[src/rtl/hop_sel_kernel_if.sv]
// Request/result bundle for hop_sel_kernel: control words in, RF channel index out.
interface hop_sel_kernel_if;
    logic        hop_start_p;
    logic [4:0]  X;
    logic        Y1;
    logic [5:0]  Y2;
    logic [4:0]  A;
    logic [3:0]  B;
    logic [4:0]  C;
    logic [8:0]  D;
    logic [6:0]  E;
    logic [6:0]  F;
    logic [6:0]  Fprime;
    logic        regi_AFH_mode;
    logic [6:0]  regi_AFH_N;
    logic [78:0] regi_AFH_chmap;
    logic [6:0]  hop_chan;
    logic        hop_valid_p;
    logic        hop_err_p;
    logic        hop_busy;

    modport master (
        output hop_start_p, X, Y1, Y2, A, B, C, D, E, F, Fprime,
               regi_AFH_mode, regi_AFH_N, regi_AFH_chmap,
        input  hop_chan, hop_valid_p, hop_err_p, hop_busy
    );

    modport slave (
        input  hop_start_p, X, Y1, Y2, A, B, C, D, E, F, Fprime,
               regi_AFH_mode, regi_AFH_N, regi_AFH_chmap,
        output hop_chan, hop_valid_p, hop_err_p, hop_busy
    );
endinterface

[src/rtl/hop_sel_kernel.sv]
// Hop selection kernel: permute/add control words into a 7-bit RF channel index.
// Define HOPSEL_AFH_EN to build the AFH unused-channel remap (REDN/SCAN path).
module hop_sel_kernel (
    input  logic            clk_6M,
    input  logic            rstz,
    hop_sel_kernel_if.slave hif
);
    typedef enum logic [2:0] {IDLE, PERM, ADD, MAP, REDN, SCAN} state_t;

    state_t      state_q, state_d;
    logic [4:0]  x_q, a_q, c_q;
    logic [3:0]  b_q;
    logic        y1_q;
    logic [5:0]  y2_q;
    logic [8:0]  d_q;
    logic [6:0]  e_q, f_q;
    logic [4:0]  zp_q, zp_d;
    logic [6:0]  k_q, k_d;
    logic [6:0]  chan_q, chan_d;
    logic        valid_q, valid_d;
    logic        take;
    logic [4:0]  z_raw;
    logic [8:0]  k_sum;
    logic [6:0]  ch_k;

    function automatic logic [6:0] bank(input logic [6:0] j);
        return (j < 7'd40) ? {j[5:0], 1'b0} : 7'({j, 1'b0} - 8'd79);
    endfunction

    function automatic logic [4:0] swap2(input logic [4:0] z, input logic en,
                                        input int unsigned i, input int unsigned j);
        logic [4:0] r;
        r = z;
        if (en) begin
            r[i] = z[j];
            r[j] = z[i];
        end
        return r;
    endfunction

    // Pairs within each butterfly stage are disjoint, so bits are applied P13 down to P0.
    function automatic logic [4:0] permute(input logic [4:0] z, input logic [13:0] p);
        logic [4:0] r;
        r = swap2(z, p[13], 1, 2);
        r = swap2(r, p[12], 0, 3);
        r = swap2(r, p[11], 1, 3);
        r = swap2(r, p[10], 2, 4);
        r = swap2(r, p[9],  0, 3);
        r = swap2(r, p[8],  1, 4);
        r = swap2(r, p[7],  3, 4);
        r = swap2(r, p[6],  0, 2);
        r = swap2(r, p[5],  1, 3);
        r = swap2(r, p[4],  0, 4);
        r = swap2(r, p[3],  3, 4);
        r = swap2(r, p[2],  1, 2);
        r = swap2(r, p[1],  2, 3);
        r = swap2(r, p[0],  0, 1);
        return r;
    endfunction

    function automatic logic [6:0] mod79(input logic [8:0] s);
        logic [8:0] r;
        r = s;
        for (int unsigned i = 0; i < 3; i++)
            if (r >= 9'd79) r = r - 9'd79;
        return r[6:0];
    endfunction

    assign take  = (state_q == IDLE) && hif.hop_start_p;
    assign z_raw = (x_q + a_q) ^ {1'b0, b_q};
    assign k_sum = {4'b0, zp_q} + {2'b0, e_q} + {2'b0, f_q} + {3'b0, y2_q};
    assign ch_k  = bank(k_q);

`ifdef HOPSEL_AFH_EN
    logic        mode_q;
    logic [6:0]  n_q, fp_q;
    logic [78:0] chmap_q;
    logic [8:0]  kp_q, kp_d, kp_sum;
    logic [6:0]  pos_q, pos_d, cnt_q, cnt_d;
    logic        err_q, err_d;
    logic [6:0]  scan_ch;
    logic        map_hit, n_bad, scan_used, scan_hit, kp_ge_n;

    assign kp_sum    = {4'b0, zp_q} + {2'b0, e_q} + {2'b0, fp_q} + {3'b0, y2_q};
    assign scan_ch   = bank(pos_q);
    assign map_hit   = !mode_q || chmap_q[ch_k];
    assign n_bad     = (n_q < 7'd20) || (n_q > 7'd79);
    assign scan_used = chmap_q[scan_ch];
    assign scan_hit  = scan_used && ({2'b00, cnt_q} == kp_q);
    assign kp_ge_n   = kp_q >= {2'b00, n_q};

    always_ff @(posedge clk_6M or negedge rstz) begin
        if (!rstz) begin
            mode_q  <= 1'b0;
            n_q     <= '0;
            fp_q    <= '0;
            chmap_q <= '0;
        end else if (take) begin
            mode_q  <= hif.regi_AFH_mode;
            n_q     <= hif.regi_AFH_N;
            fp_q    <= hif.Fprime;
            chmap_q <= hif.regi_AFH_chmap;
        end
    end

    always_ff @(posedge clk_6M or negedge rstz) begin
        if (!rstz) begin
            kp_q  <= '0;
            pos_q <= '0;
            cnt_q <= '0;
            err_q <= 1'b0;
        end else begin
            kp_q  <= kp_d;
            pos_q <= pos_d;
            cnt_q <= cnt_d;
            err_q <= err_d;
        end
    end
`else
    logic afh_unused;
    assign afh_unused = ^{hif.Fprime, hif.regi_AFH_mode, hif.regi_AFH_N, hif.regi_AFH_chmap};
`endif

    always_ff @(posedge clk_6M or negedge rstz) begin
        if (!rstz) begin
            x_q  <= '0;
            a_q  <= '0;
            b_q  <= '0;
            c_q  <= '0;
            d_q  <= '0;
            e_q  <= '0;
            f_q  <= '0;
            y1_q <= 1'b0;
            y2_q <= '0;
        end else if (take) begin
            x_q  <= hif.X;
            a_q  <= hif.A;
            b_q  <= hif.B;
            c_q  <= hif.C;
            d_q  <= hif.D;
            e_q  <= hif.E;
            f_q  <= hif.F;
            y1_q <= hif.Y1;
            y2_q <= hif.Y2;
        end
    end

    always_ff @(posedge clk_6M or negedge rstz) begin
        if (!rstz) state_q <= IDLE;
        else       state_q <= state_d;
    end

    always_ff @(posedge clk_6M or negedge rstz) begin
        if (!rstz) begin
            zp_q    <= '0;
            k_q     <= '0;
            chan_q  <= '0;
            valid_q <= 1'b0;
        end else begin
            zp_q    <= zp_d;
            k_q     <= k_d;
            chan_q  <= chan_d;
            valid_q <= valid_d;
        end
    end

    always_comb begin
        state_d = state_q;
        case (state_q)
            IDLE: if (hif.hop_start_p) state_d = PERM;
            PERM: state_d = ADD;
            ADD:  state_d = MAP;
`ifdef HOPSEL_AFH_EN
            MAP:  state_d = (map_hit || n_bad) ? IDLE : REDN;
            REDN: if (!kp_ge_n) state_d = SCAN;
            SCAN: if (scan_hit || (pos_q == 7'd78)) state_d = IDLE;
`else
            MAP:  state_d = IDLE;
`endif
            default: state_d = IDLE;
        endcase
    end

    always_comb begin
        zp_d    = zp_q;
        k_d     = k_q;
        chan_d  = chan_q;
        valid_d = 1'b0;
`ifdef HOPSEL_AFH_EN
        kp_d    = kp_q;
        pos_d   = pos_q;
        cnt_d   = cnt_q;
        err_d   = 1'b0;
`endif
        case (state_q)
            PERM: zp_d = permute(z_raw, {c_q ^ {5{y1_q}}, d_q});
            ADD: begin
                k_d = mod79(k_sum);
`ifdef HOPSEL_AFH_EN
                kp_d = kp_sum;
`endif
            end
            MAP: begin
`ifdef HOPSEL_AFH_EN
                if (map_hit || n_bad) begin
                    chan_d  = ch_k;
                    valid_d = 1'b1;
                    err_d   = !map_hit;
                end
`else
                chan_d  = ch_k;
                valid_d = 1'b1;
`endif
            end
`ifdef HOPSEL_AFH_EN
            REDN: begin
                if (kp_ge_n) begin
                    kp_d = kp_q - {2'b00, n_q};
                end else begin
                    pos_d = '0;
                    cnt_d = '0;
                end
            end
            SCAN: begin
                if (scan_hit) begin
                    chan_d  = scan_ch;
                    valid_d = 1'b1;
                end else begin
                    if (scan_used) cnt_d = cnt_q + 7'd1;
                    pos_d = pos_q + 7'd1;
                    if (pos_q == 7'd78) begin
                        chan_d  = ch_k;
                        valid_d = 1'b1;
                        err_d   = 1'b1;
                    end
                end
            end
`endif
            default: ;
        endcase
    end

    always_comb begin
        hif.hop_chan    = chan_q;
        hif.hop_valid_p = valid_q;
        hif.hop_busy    = (state_q != IDLE);
`ifdef HOPSEL_AFH_EN
        hif.hop_err_p   = err_q;
`else
        hif.hop_err_p   = 1'b0;
`endif
    end
endmodule
[src/flat_wrapper.sv]
// flat-port wrapper written by rule: the top's interface ports become plain ports
module hop_sel_kernel_flat 
  (clk_6M, rstz, hif_hop_start_p, hif_X, hif_Y1, hif_Y2, hif_A, hif_B, hif_C, hif_D, hif_E, hif_F, hif_Fprime, hif_regi_AFH_mode, hif_regi_AFH_N, hif_regi_AFH_chmap, hif_hop_chan, hif_hop_valid_p, hif_hop_err_p, hif_hop_busy);
  hop_sel_kernel_if hif_i ();
  input  logic clk_6M;
  input  logic rstz;
  input wire logic [$bits(hif_i.hop_start_p)-1:0] hif_hop_start_p;
  input wire logic [$bits(hif_i.X)-1:0] hif_X;
  input wire logic [$bits(hif_i.Y1)-1:0] hif_Y1;
  input wire logic [$bits(hif_i.Y2)-1:0] hif_Y2;
  input wire logic [$bits(hif_i.A)-1:0] hif_A;
  input wire logic [$bits(hif_i.B)-1:0] hif_B;
  input wire logic [$bits(hif_i.C)-1:0] hif_C;
  input wire logic [$bits(hif_i.D)-1:0] hif_D;
  input wire logic [$bits(hif_i.E)-1:0] hif_E;
  input wire logic [$bits(hif_i.F)-1:0] hif_F;
  input wire logic [$bits(hif_i.Fprime)-1:0] hif_Fprime;
  input wire logic [$bits(hif_i.regi_AFH_mode)-1:0] hif_regi_AFH_mode;
  input wire logic [$bits(hif_i.regi_AFH_N)-1:0] hif_regi_AFH_N;
  input wire logic [$bits(hif_i.regi_AFH_chmap)-1:0] hif_regi_AFH_chmap;
  output wire logic [$bits(hif_i.hop_chan)-1:0] hif_hop_chan;
  output wire logic [$bits(hif_i.hop_valid_p)-1:0] hif_hop_valid_p;
  output wire logic [$bits(hif_i.hop_err_p)-1:0] hif_hop_err_p;
  output wire logic [$bits(hif_i.hop_busy)-1:0] hif_hop_busy;
  assign hif_i.hop_start_p = hif_hop_start_p;
  assign hif_i.X = hif_X;
  assign hif_i.Y1 = hif_Y1;
  assign hif_i.Y2 = hif_Y2;
  assign hif_i.A = hif_A;
  assign hif_i.B = hif_B;
  assign hif_i.C = hif_C;
  assign hif_i.D = hif_D;
  assign hif_i.E = hif_E;
  assign hif_i.F = hif_F;
  assign hif_i.Fprime = hif_Fprime;
  assign hif_i.regi_AFH_mode = hif_regi_AFH_mode;
  assign hif_i.regi_AFH_N = hif_regi_AFH_N;
  assign hif_i.regi_AFH_chmap = hif_regi_AFH_chmap;
  assign hif_hop_chan = hif_i.hop_chan;
  assign hif_hop_valid_p = hif_i.hop_valid_p;
  assign hif_hop_err_p = hif_i.hop_err_p;
  assign hif_hop_busy = hif_i.hop_busy;
  hop_sel_kernel u_core (.clk_6M(clk_6M), .rstz(rstz), .hif(hif_i));
endmodule
[config.mk]
export PLATFORM = sky130hd
export DESIGN_NAME = hop_sel_kernel_flat
export DESIGN_NICKNAME = d
export VERILOG_FILES = /design/src/rtl/hop_sel_kernel_if.sv /design/src/rtl/hop_sel_kernel.sv /design/src/flat_wrapper.sv
export SDC_FILE = /design/constraint.sdc
export NUM_CORES = 1
export LEC_CHECK = 0
export BUFFER_PORTS_ARGS = -buffer_cell sky130_fd_sc_hd__buf_2
export CAP_MARGIN = 30
export CORE_MARGIN = 1.5
export CORE_UTILIZATION = 45
export DETAILED_ROUTE_END_ITERATION = 7
export PLACE_DENSITY = 0.72
export SLEW_MARGIN = 0
export SYNTH_ARGS = -nofsm -noshare
export SYNTH_HDL_FRONTEND = slang
export SYNTH_SLANG_ARGS = --single-unit
[constraint.sdc]
create_clock -name clk_6M -period 6.31 [get_ports clk_6M]
set_clock_uncertainty 0.05 [all_clocks]
set_input_delay 0.3155 -clock clk_6M [delete_from_list [all_inputs] [get_ports clk_6M]]
set_output_delay 0.3155 -clock clk_6M [all_outputs]
set_load 0.005 [all_outputs]
* Yosys cells after proc, flatten, opt, wreduce, memory -nomap -nowiden
Index checks and enable logic that the tools add are counted.
** Operators by class
- Add/sub/neg operators :: 8
- Order comparisons :: 4
- Equal/unequal tests :: 4
- Mux-type cells :: 35
- Bitwise logic cells :: 2
- Reductions and logical operators :: 3
** Operators with widths (count)
- $mux W9 :: 4
- $ge A9 B7 Y1 const B :: 3
- $mux W1 :: 20
- $sub A9 B7 Y9 const B :: 2
- $mux W2 :: 7
- $mux W7 :: 2
- $sub A7 B7 Y7 const B :: 2
- $add A9 B6 Y9 :: 1
- $add A9 B7 Y9 :: 1
- $pmux W3 S3 :: 1
- $add A5 B7 Y8 :: 1
- $lt A7 B6 Y1 const B :: 1
- $eq A3 B2 Y1 const B :: 2
- $add A5 B5 Y5 :: 1
- $xor A5 B4 Y5 :: 1
- $xor A5 B5 Y5 :: 1
- $eq A3 B1 Y1 const B :: 1
- $logic_not A3 Y1 :: 1
- $mux W3 :: 1
- $reduce_bool A3 Y1 :: 1
- $ne A2 B2 Y1 const B :: 1
- $logic_and A1 B1 Y1 :: 1
** Word-level totals
- Register bits :: 72
- Input bits :: 146
- Output and inout port bits :: 10
- Logic and storage cells :: 70

* Longest topological paths before layout
Gate-level depths: netlist (run 1).
- Word-level depth :: 11
- Depth in mapped cells :: 27
- Mapped depth without buffers :: 26

* Worst setup path after synthesis (run 1)
Ideal clock, no wire load.
- Path type :: register to register
- Start :: register u_core.zp_q[0]
- End :: register u_core.k_q[0]
- Library setup time :: 0.125 ns
- Arrival :: 6.009 ns
- Data required time :: 6.135 ns
- Path slack :: 0.126 ns
- Stages on the path, launching flop included :: 24
- Buffers on the path :: 0
- Period minus slack after synthesis :: 6.184 ns
- Cells stage by stage :: dfrtp_1 > ha_1 > fa_1 > inv_1 > fa_1 > inv_1 > ha_1 > fa_1 > a211oi_4 > or2_1 > a221oi_2 > a211oi_1 > nor2_1 > xnor2_1 > inv_1 > ha_1 > nand4b_1 > a21oi_1 > a211o_1 > o31ai_1 > o31ai_2 > nor3b_2 > xnor2_1 > mux2_4
** Between the ends
- Cells in the longest elaborated chain, start to end :: 11
- Elaborated cells between the ends (all ways) :: 14
- Those cells by class :: add/sub (6); order compare (3); mux (5)
** Ends and longest elaborated chain
- from (decl) :: line hop_sel_kernel.sv:17 : logic [4:0] zp_q, zp_d;
- from (signal assigned) :: line hop_sel_kernel.sv:160 : zp_q <= zp_d;
- $add A5 B7 Y8 (*) :: line hop_sel_kernel.sv:71 : assign k_sum = {4'b0, zp_q} + {2'b0, e_q} + {2'b0, f_q} + {3'b0, y2_q};
- $add A9 B7 Y9 (*) :: line hop_sel_kernel.sv:71
- $add A9 B6 Y9 (*) :: line hop_sel_kernel.sv:71
- $sub A9 B7 Y9 or $ge A9 B7 Y1 (tied branches) :: line hop_sel_kernel.sv:65 : if (r >= 9'd79) r = r - 9'd79;
- $mux W9 (*) :: line hop_sel_kernel.sv:65
- $mux W9 (*) :: line hop_sel_kernel.sv:195 : case (state_q)
- $sub A9 B7 Y9 or $ge A9 B7 Y1 (tied branches) :: line hop_sel_kernel.sv:65
- $mux W9 (*) :: line hop_sel_kernel.sv:65
- $mux W9 (*) :: line hop_sel_kernel.sv:195
- $ge A9 B7 Y1 or $sub A7 B7 Y7 (tied branches) :: line hop_sel_kernel.sv:65
- $mux W7 (*) :: line hop_sel_kernel.sv:65
- to (signal assigned) :: line hop_sel_kernel.sv:161 : k_q <= k_d;
- to (decl) :: line hop_sel_kernel.sv:18 : logic [6:0] k_q, k_d;
Mark *: on every way between the ends. The rest lies on a longest branch, timed or not. The select of a mux whose other input is x is not followed.
A chain may end at the register's enable or synchronous reset.

* Final worst setup path (run 1)
- Start :: register u_core.zp_q[0]
- End :: register u_core.k_q[1]
The elaborated chain is that of the path after synthesis.

==> results of run 1 <==
==> stage by stage <==
| stage | hold slack [ns] | setup WS (ns) | setup TNS [ns] | utilization [%] |
|---|---|---|---|---|
| floorplan | -0.0301 | 0.126 | 0 | - |
| global route | 0.151 | -0.113 | -0.304 | 56.4 |
| global placement | 0.434 | 0.0105 | 0 | 52.1 |
| CTS | 0.149 | 0.0185 | 0 | 55.5 |
| finish | 0.140 | 0.208 | 0 | 56.4 |
| detailed placement | 0.446 | -0.0784 | -0.0784 | 52.3 |
==> cells by family (layout without fill, tap and decap cells) <==
logic type,count (synthesis),in the layout,synth area share (%)
fa+ha+maj,34,34,9.33
xor+xnor,35,35,6.09
flops,71,71,33.6
buf+inv,64,160,4.95
other cells,1,1,0.0710
simple gates,122,122,12.2
compound gates,115,115,16.1
mux,85,85,17.6
==> synthesized netlist by cell type, drive strengths merged (7+ instances only) <==
master	instances	share of area, %
mux2i	23	4.4
or3	7	0.95
ha	25	5.9
fa	9	3.4
xnor2	20	3.3
nor3	9	1.1
nand2	30	2.1
a21o	10	1.4
dfrtp	71	34
nand3	12	1.1
mux2	62	13
inv	44	3.1
a21oi	37	3.5
xor2	14	2.3
clkbuf	14	0.99
o21ai	15	1.5
nor2	32	2.3
==> path summary, 6_finish.rpt <==
check / from / to / slack, ns / depth (start not counted)
min in group clk_6M: hif_A[0] / u_core.a_q[0] / 0.15 / 2
min reg2reg: u_core.hif.hop_chan[5] / u_core.hif.hop_chan[5] / 0.45 / 1
max: u_core.zp_q[0] / u_core.k_q[1] / 0.21 / 25
min: rstz / u_core.a_q[3] / 0.14 / 2
max in group asynchronous: rstz / u_core.y2_q[2] / 5.50 / 2
max reg2reg: u_core.zp_q[0] / u_core.k_q[1] / 0.21 / 25
==> cell usage in the layout, fill, tap and decap left out, drive strengths merged, types with 10 or more instances in the layout <==
cell type,netlist,routed
a21o,10,10
a21oi,37,37
buf,6,100
clkbuf,14,10
dfrtp,71,71
ha,25,25
inv,44,45
mux2,62,62
mux2i,23,23
nand2,30,30
nand3,12,12
nor2,32,32
o21ai,15,15
xnor2,20,20
xor2,14,14
==> registers in the layout (all words and copies together) (netlist names), 2 cells and up <==
name / count
u_core.d_q: 9
u_core.e_q: 7
u_core.f_q: 7
u_core.hif.hop_chan: 7
u_core.k_q: 7
u_core.y2_q: 6
u_core.a_q: 5
u_core.c_q: 5
u_core.x_q: 5
u_core.zp_q: 5
u_core.b_q: 4
u_core.state_q: 2
==> metal layers <==
layer | vias to the layer above | GRT usage [%] | wire length, um
li1 | 2088 | - | -
met1 | 2142 | 25.7 | 5250
met4 | 0 | 6.58 | 175
met3 | 21 | 4.46 | 637
met2 | 96 | 34.5 | 6100
met5 | - | 0 | 0
==> critical path: stages, from the launching register on <==
cell and delay (ns):
dfrtp_1 0.38, ha_1 0.22, fa_1 0.49, inv_1 0.05, fa_1 0.47, inv_1 0.05, ha_1 0.22, fa_2 0.39
a211oi_4 0.37, o21bai_1 0.15, a221oi_2 0.35, a211oi_2 0.14, nor2_2 0.26, xnor2_2 0.16, inv_1 0.08, ha_1 0.20
buf_4 0.15, nand2_1 0.08, nor4_1 0.07, a211o_1 0.34, o311a_1 0.37, o211a_1 0.27, a211o_1 0.31, o41ai_1 0.08
nor4_2 0.11, a211oi_1 0.21
==> final cells by class <==
class                      count  area [um2]
sequential                    71        1780
clock buffer                  10         239
clock inverter                 6         115
fill                         983        4970
inverter                      44         165
timing repair buffer         100         621
tap                          143         179
multi-input combinational    392        3350
==> what timing repair did <==
item | CTS | global route
setup buffers | 0 | 2
setup endpoints to repair | 1 | 7
pin swaps | 0 | 12
cloned | 0 | 0
gates resized for setup | 4 | 19
==> results_dict.tcl, run 1 <==
set metrics [dict create \
    status "completed" \
    cts_sinks 71 \
    maxSlewHeadroom_pct 41.0 \
    dpl.hpwl_um 9240 \
    clkLatencyLatePin_ns 0.34 \
    crit_path_end_kind "register" \
    yosys_register_bits 71 \
    fin_crit_sh_pct 96.7 \
    seq_area_frac_synth_pct 33.6 \
    finalNetCount 798 \
    final_area_mm2 0.00644 \
    synth_cell_types 76 \
    vias 4347 \
    cts_tree "done" \
    die_x_um 111 \
    ctsHoldBuffers 0 \
    dr.pass1.iters 4 \
    finalMaxSlewViolations 0 \
    htreeDepth 3 \
    cp.required_ns 6.50 \
    root_buffer "clkbuf_16" \
    place_area_mm2 0.00597 \
    maxCapViolCount 0 \
    antenna_found_initial 0 \
    cp_max_fo 5 \
    critPathKind "reg2reg" \
    dieArea_mm2 0.0124 \
    crit_arrival_ns 6.29 \
    ios 156 \
    die_h_um 111 \
    setup_viol 0 \
    coreArea_mm2 0.0114 \
    initial_core_util_pct 46.3 \
    fin_cells 766 \
    grt_overflow 0 \
    drtIter0Drc 265 \
    hold_viol 0 \
    syn_area_mm2 0.00528 \
    grt_pass1_vias 4412 \
    clock_path_buffers 2 \
    dominantRegCellSynth "dfrtp_1" \
    ys_warn_count 0 \
    synthCells 527 \
    placed_cells 748 \
    antenna_cells 0 \
    rows 39 \
    portBuffers 60 \
    antenna_left 0 \
    via_per_inst 5.67 \
    drive_above_1_share_pct 34.7 \
    grt_max_degree 72 \
    max_freq_mhz 164 \
    layout_min_cycle_time_ns 6.10 \
    hold_class "in2async" \
    finalWirelength_um 12200 \
    grt_usage_pct 20.3 \
    grt_pass1_wl_um 20600 \
    syn-num-nets 707 \
    area_growth_pct 22.0 \
    clkTransAtPathRegs_ns 0.06 \
    worst_pin_slew_ns 0.885 \
    critPathLaunchType "register" \
    wire_per_inst_um 15.9 \
    ys_async_sr_fraction_pct 100 \
    synth_edf_count 0 \
    cts_made_buffers 9 \
    routabilityCongestion 0.882 \
    drc 0 \
    syn_area_per_cell_um2 10.0 \
]
Power of run 1 is not shown: default switching activity piles up to over one toggle a cycle in this logic, so the estimate is an artifact.
==> inputs of run 2 (changes only) <==
CORE_ASPECT_RATIO = 1.1   (was unset)
==> results_dict.tcl, run 2 (synthesis gave the netlist of run 1 again) <==
set metrics [dict create \
    post-route-util_pct 56.1 \
    fill_cells 979 \
    grt_max_degree 72 \
    cts_sinks 71 \
    setup_viol 0 \
    worst_pin_slew_ns 0.886 \
    finalNetCount 797 \
    place_area_mm2 0.00595 \
    antenna_found_initial 0 \
    drtIter0Drc 237 \
    drc 0 \
    path_common_cell "buf_4" \
    dr.pass1.iters 4 \
    antenna_left 0 \
    vias 4283 \
    grt_pass1_vias 4456 \
    critPathKind "reg2reg" \
    hold_viol 0 \
    final_common_cell "dfrtp_1" \
    rows 41 \
    ios 156 \
    area_growth_pct 21.6 \
    hold_class "in2async" \
    cp.required_ns 6.51 \
    dieArea_mm2 0.0124 \
    crit_arrival_ns 6.30 \
    root_buffer "clkbuf_16" \
    mostFrequentLayoutCells "dfrtp_1, mux2_2, buf_2" \
    initial_core_util_pct 46.2 \
    finalMaxSlewViolations 0 \
    antenna_cells 0 \
    maxSlewHeadroom_pct 41.0 \
    top_register "u_core.d_q" \
    crit_path_end_kind "register" \
    status "completed" \
    max_stage_delay_ns 0.49 \
    clock_path_buffers 2 \
    max_freq_mhz 164 \
    via_per_inst 5.55 \
    critPathLaunchType "register" \
    die_x_um 106 \
    cts_tree "done" \
    maxCapViolCount 0 \
    portBuffers 60 \
    crit_cells 27 \
    cts_made_buffers 9 \
    die_h_um 117 \
    finalWirelength_um 12200 \
    cp.buffers_inverters 7 \
    coreArea_mm2 0.0114 \
    grt_overflow 0 \
    worst_r2r_path_depth 27 \
    clkLatencyLatePin_ns 0.34 \
    drive_above_1_share_pct 35.9 \
    routabilityCongestion 0.873 \
    htreeDepth 3 \
    grt_usage_pct 20.6 \
    crit_path_top_delay_cell "fa_1" \
    clkTransAtPathRegs_ns 0.06 \
    dpl.hpwl_um 9230 \
    layout_min_cycle_time_ns 6.10 \
    fin_cells 772 \
    final_area_mm2 0.00642 \
    critPathTopFamily "adder cells" \
    wire_per_inst_um 15.8 \
    layout_setup_ws_ns 0.206 \
    fin_crit_sh_pct 96.7 \
    cp_max_fo 10 \
    largest_register_ff_count 9 \
    post-place-ws_ns -0.125 \
    placed_cells 751 \
    grt_pass1_wl_um 20600 \
]
==> run 2: final cells by class <==
class	instances	area [um2]	area share, %
tap	150	188	2.92
inverter	44	165	2.57
sequential	71	1780	27.7
clock inverter	5	35.0	0.545
clock buffer	11	233	3.62
multi-input combinational	392	3410	53.1
timing repair buffer	99	613	9.55
==> run 2: path summary, 6_finish.rpt <==
check,startpoint,to,slack [ns]
min reg2reg,u_core.hif.hop_chan[5],u_core.hif.hop_chan[5],0.45
max,u_core.zp_q[0],u_core.k_q[1],0.21
max reg2reg,u_core.zp_q[0],u_core.k_q[1],0.21
max in group asynchronous,rstz,u_core.f_q[4],5.49
min,rstz,u_core.a_q[2],0.12
min in group clk_6M,hif_Y2[4],u_core.y2_q[4],0.16
==> run 2: through the flow <==
step,hold WS [ns],setup TNS [ns]
detailed placement,0.441,-0.150
global placement,0.438,0
floorplan,-0.0301,0
CTS,0.153,0
global route,0.157,-0.0833
finish,0.125,0
==> run 2: repair_timing <==
action | in CTS | in global routing
buffers inserted | 0 | 5
hold buffers | 0 | 0
pin swaps | 0 | 14
gates resized for setup | 3 | 31
setup endpoints to repair | 4 | 7
==> run 2: layer usage <==
| metal | vias to the layer above | global-route usage, % | share of wire [%] |
|---|---|---|---|
| li1 | 2080 | - | - |
| met1 | 2091 | 24.8 | 43 |
| met2 | 89 | 36.9 | 51 |
| met3 | 23 | 3.85 | 3.9 |
| met4 | 0 | 7.84 | 2.1 |
| met5 | - | 0 | 0 |
Power of run 2 is left out for the same reason.
